===== config.mk =====
export PLATFORM = sky130hd
export DESIGN_NAME = pc_fetch_unit
export DESIGN_NICKNAME = d
export VERILOG_FILES = /design/src/rtl/pc_fetch_unit.sv
export SDC_FILE = /design/constraint.sdc
export NUM_CORES = 1
export LEC_CHECK = 0
export CAP_MARGIN = 20
export CORE_UTILIZATION = 46
export CTS_BUF_LIST = sky130_fd_sc_hd__clkbuf_2
export CTS_CLUSTER_SIZE = 25
export DETAILED_ROUTE_END_ITERATION = 10
export PLACE_DENSITY = 0.95
export SLEW_MARGIN = 25
export SYNTH_ARGS = -nofsm -noshare
export SYNTH_HDL_FRONTEND = slang
export SYNTH_SLANG_ARGS = --single-unit
export TNS_END_PERCENT = 30

===== constraint.sdc =====
create_clock -name clk -period 4.4 [get_ports clk]
set_input_delay 0.66 -clock clk [delete_from_list [all_inputs] [get_ports clk]]
set_output_delay 0.66 -clock clk [all_outputs]
set_load 0.005 [all_outputs]

===== src/rtl/pc_fetch_unit.sv =====
// pc_fetch_unit: architectural PC holder, imem req/ack fetcher and decode valid/ready presenter
module pc_fetch_unit #(
  parameter logic [31:0] RESET_PC = 32'h0040_0000,
  parameter int          TIMEOUT  = 16
) (
  input  logic        clk,
  input  logic        rst_n,
  input  logic [31:0] PCin,
  output logic [31:0] PC,
  output logic [31:0] PCp4,
  output logic        imem_req,
  output logic [31:0] imem_addr,
  input  logic        imem_ack,
  input  logic [31:0] imem_rdata,
  output logic [31:0] ins,
  output logic        ins_valid,
  input  logic        ins_ready,
  output logic [31:0] ins_count,
  output logic        fetch_err,
  output logic [1:0]  err_code
);
  typedef enum logic [1:0] {FETCH = 2'b00, HOLD = 2'b01, ERR = 2'b10} state_t;
  localparam int CW = TIMEOUT > 1 ? $clog2(TIMEOUT) : 1;
  state_t        state_q, state_d;
  logic [31:0]   pc_q, pc_d, ins_q, ins_d, count_q, count_d;
  logic [CW-1:0] wait_q, wait_d;
  logic          err_q, err_d;
  logic [1:0]    code_q, code_d;
  always_comb begin
    state_d = state_q;
    pc_d    = pc_q;
    ins_d   = ins_q;
    count_d = count_q;
    wait_d  = wait_q;
    err_d   = err_q;
    code_d  = code_q;
    case (state_q)
      FETCH:
        if (imem_ack) begin
          ins_d   = imem_rdata;
          wait_d  = '0;
          state_d = HOLD;
        end else if (wait_q == CW'(TIMEOUT - 1)) begin
          wait_d  = '0;
          state_d = ERR;
          err_d   = 1'b1;
          code_d  = 2'b01;
        end else begin
          wait_d = wait_q + 1'b1;
        end
      HOLD:
        if (ins_ready) begin
          count_d = count_q + 32'd1;
          if (PCin[1:0] == 2'b00) begin
            pc_d    = PCin;
            state_d = FETCH;
          end else begin
            state_d = ERR;
            err_d   = 1'b1;
            code_d  = 2'b10;
          end
        end
      ERR: ;
      // the unused code 11 is treated like a stuck fetch
      default: begin
        state_d = ERR;
        err_d   = 1'b1;
        code_d  = 2'b01;
      end
    endcase
  end
  always_ff @(posedge clk or negedge rst_n)
    if (!rst_n) begin
      state_q <= FETCH;
      pc_q    <= RESET_PC;
      ins_q   <= '0;
      count_q <= '0;
      wait_q  <= '0;
      err_q   <= 1'b0;
      code_q  <= 2'b00;
    end else begin
      state_q <= state_d;
      pc_q    <= pc_d;
      ins_q   <= ins_d;
      count_q <= count_d;
      wait_q  <= wait_d;
      err_q   <= err_d;
      code_q  <= code_d;
    end
  // reset state is FETCH, so the request is gated by reset to drop it at once
  assign imem_req  = rst_n && state_q == FETCH;
  assign ins_valid = state_q == HOLD;
  assign PC        = pc_q;
  assign PCp4      = pc_q + 32'd4;
  assign imem_addr = pc_q;
  assign ins       = ins_q;
  assign ins_count = count_q;
  assign fetch_err = err_q;
  assign err_code  = code_q;
endmodule

==> results.md <==
* Final net count at 696
* Most used DFF post-synth: dfrtp_1
* Kind of critical path: flop to output port
* Reg2reg end: ins[26]$_DFFE_PN0P_
* Design Area, Final at 7473 um^2
* DRT Wirelength at 12.98 mm
* Avg WL per Cell at 16.85 um
* GP Congestion at 0.8648
* Post-synth EDFFs at 0
* Post-DP Area at 7313 um^2
* Setup skew after layout at between 0.03 and 0.04 ns
* Synth Instances at 421
* CTS Root Cell: clkbuf_2
* Vias at 3,998
* Antenna Violating Nets Remaining at 0
* Min-delay worst type: input port to async pin
* Post_cts resized at 0
* Clk_lat worst skew at 0.56 ns
* Filler cell count at 762
* Port Buf Inserts at about 230
* Crit end category: output port
* Clock sinks at 105
* WP data arrival at 2.94 ns
* Reg2reg path depth at 4
* CTS tree: done
* Finished Layout Cells at 770
* Initial Utilization at 47.21%
* CTS Buffer Depth at 2
* Tot GR Track Use at between 20% and 30%
* Final-report hold violation count at 0
* Critical path data required time at ~3.7 ns
* Mean Syn Cell Area at 12.10 um^2
* I/O Pins at 233
* Hold slack at 0.4984 ns
* Vias in the first global route at 4,112
* Hold-fix buffers, CTS at 1
* Core area at around 11,000 um^2
* Die height at 107.2 um
* GR peak layer: met2
* Outcome: completed
* Final core occ at 69.24%
* Total congestion overflow at 0
* Die width at 107.2 um
* Async set-or-reset flop fraction in the synthesized netlist at 100.0%
* CTS buffer count at 9
* Area of the multi-input gates at between 2000 and 2500 um^2
* Worst-path clk slew at 0.31 ns
* GR Util met1 at about 26%
* Period utilisation layout at 81.84%
* Synth Area in Simple Gates at 15.59%
* TritonRoute pass-1 iters at 4
* RSZ-0062 raised after global routing: false
* Crit start category: flop
* Synth Area in Adders at 0.7367%
* Tmin final at 3.601 ns
* Synthesized area at 5095 um^2
* Xor/xnor share of the synthesized area at 10.14%
* Combinational power share at 47.2%
* Register area at 2629 um^2
* Power share of the clock group at 12.7%
* Sw Pwr at around 1300 uW
* Slew headroom at ~53%
* Max Slew Vio Count at 0
* Cell Rows at 38
* GRT met3 Usage at 5.410%
* Die area at 11,500 um^2
* Initial antenna violation count at 0
* Largest net degree at the start of global routing at 78
* Leak at 0.003114 uW
* Synth warnings at 0
* Largest family of logic cells by synthesized area: simple AND/OR/NAND/NOR gates
* Switching portion of total power at 30.85%
* Layout area overhead at 46.68%
* Worst Tran Pin Value at ~0.7 ns
* Cells after DPL at 753
* Final setup viols at 0
* DPL Wire Length at about 10 mm
* First-pass GRT wire length at 20.27 mm
* Syn nets at 492
* DR vias/cell at 5.192
* Max Cap Viol at 0
* ANT cells at 0
* Worst reg2reg path startpoint: state_q[0]$_DFFE_PN0P_
* Fraction of the mapped netlist area in compound gates at 1.351%
* Drc violations at 0
* Distinct cells, synth at 40
* Detailed Route Iter0 Violations at 223
* Sequential Power Share at 40.1%
* Post-synthesis mux area share at 14.12%
* Layout cells sized above 1 at 14.92%
* Register area share after synthesis at between 50% and 60%
* H-tree depth at 3
* Post-CTS Setup Bufs at 0
* Routing usage on met2 at 42.40%
* R2R Setup Slk at 2.24 ns
* Setup TNS at 0 ns
* Max rail drop VDD at 325.2 uV
* Yosys reg bits at 105
* Fmax at 277.7 MHz
* Max FO, Critical Path at 8
* Pint at 2860 uW
* Pwr dens at 553.5 nW/um^2
routing by layer:
metal  up-vias  part of all wire [%]
met5         -                     0
met4         0                   2.3
met3        27                   6.1
met2       155                    52
met1      1971                    39
li1       1845                     -
cells in the mapped netlist, types with 2 or more instances:
cell      instances  area [um^2]
a21oi_1           2        10.01
and2_1            6        37.54
and3_1            6        37.54
and4_1            6        52.55
buf_2             8        40.04
buf_4            34        255.2
dfrtp_1         104         2603
ha_1              3        37.54
inv_1             8        30.03
mux2_2           62        698.2
nand2_1          21        78.83
nand2b_1          3        18.77
nand3_1          27        135.1
nand4_1          21        131.4
nand4b_1          2        17.52
nor2_1           14        52.55
nor3_1            8        40.04
nor4_4            4        85.08
o21ai_0           3        15.01
o22ai_1           2        12.51
xnor2_1          52        455.4
xor2_1            7        61.31
metrics by stage:
step / worst slack [ns] / total power, uW
finish: 0.7992 / 4136
global route: 0.5882 / 4395
CTS: 0.7381 / 4183
detailed placement: 1.434 / 3653
global placement: 1.548 / 3578
floorplan: 2.255 / 2417
worst max-delay path by stage:
stage	startpoint	endpoint	slack (ns)	cells past startpoint
2_1_floorplan	PC[4]$_DFFE_PN0P_	PCp4[20]	2.26	4
3_3_place_gp	PC[4]$_DFFE_PN0P_	PCp4[26]	1.55	5
3_5_place_dp	PC[4]$_DFFE_PN0P_	PCp4[26]	1.43	5
4_1_cts	PC[4]$_DFFE_PN0P_	PCp4[26]	0.74	5
5_1_grt	PC[4]$_DFFE_PN0P_	PCp4[26]	0.59	5
6_report	PC[4]$_DFFE_PN0P_	PCp4[26]	0.80	5
worst max-delay path, cell delays in order, from the launching register on:
cell             delay [ns]
dfrtp_1                0.55
nand4_1                0.34
nor4_4                 0.60
nand3_1                0.22
xnor2_1                0.18
clkdlybuf4s50_1        0.51
power groups by stage:
| stage | clock network [uW] | logic, uW | registers (uW) |
|---|---|---|---|
| after floorplan | 0 | 788 | 1630 |
| after global placement | 0 | 1940 | 1640 |
| after detailed placement | 0 | 1970 | 1680 |
| after CTS | 542 | 1980 | 1660 |
| after global routing | 587 | 2100 | 1710 |
| final | 524 | 1950 | 1660 |
placed cells by master (no fill, tap or decap), types with 7 or more instances in the layout:
master	synthesis	routed
clkdlybuf4s50_1	0	231
dfrtp_1	104	104
nand2_1	21	21
nand3_1	27	27
mux2_2	62	62
xor2_1	7	7
xnor2_1	52	52
nand4_1	21	21
inv_1	8	8
nor2_1	14	14
clkbuf_2	0	9
nor3_1	8	8
final cells by class:
class	count	share of cell area, %
inverter	8	0.4018
sequential	105	35.17
multi-input combinational	265	28.60
clock buffer	9	0.6027
clock inverter	7	1.356
tap	140	2.344
timing repair buffer	236	31.53
cell families after synthesis:
group	after synthesis
AOI/OAI and AO/OA	11
DFF	105
and+or+nand+nor	128
xor gates and xnor gates	59
buffers and inverters	51
adders and majority gates	3
muxes	64
registers in the layout (all words and copies together) (netlist names):
| signal | count |
|---|---|
| state_q | 2 |
| ins_count | 32 |
| err_code | 2 |
| PC | 32 |
| ins | 32 |
| wait_q | 4 |
| fetch_err | 1 |
(Power assumes the default switching activity.)
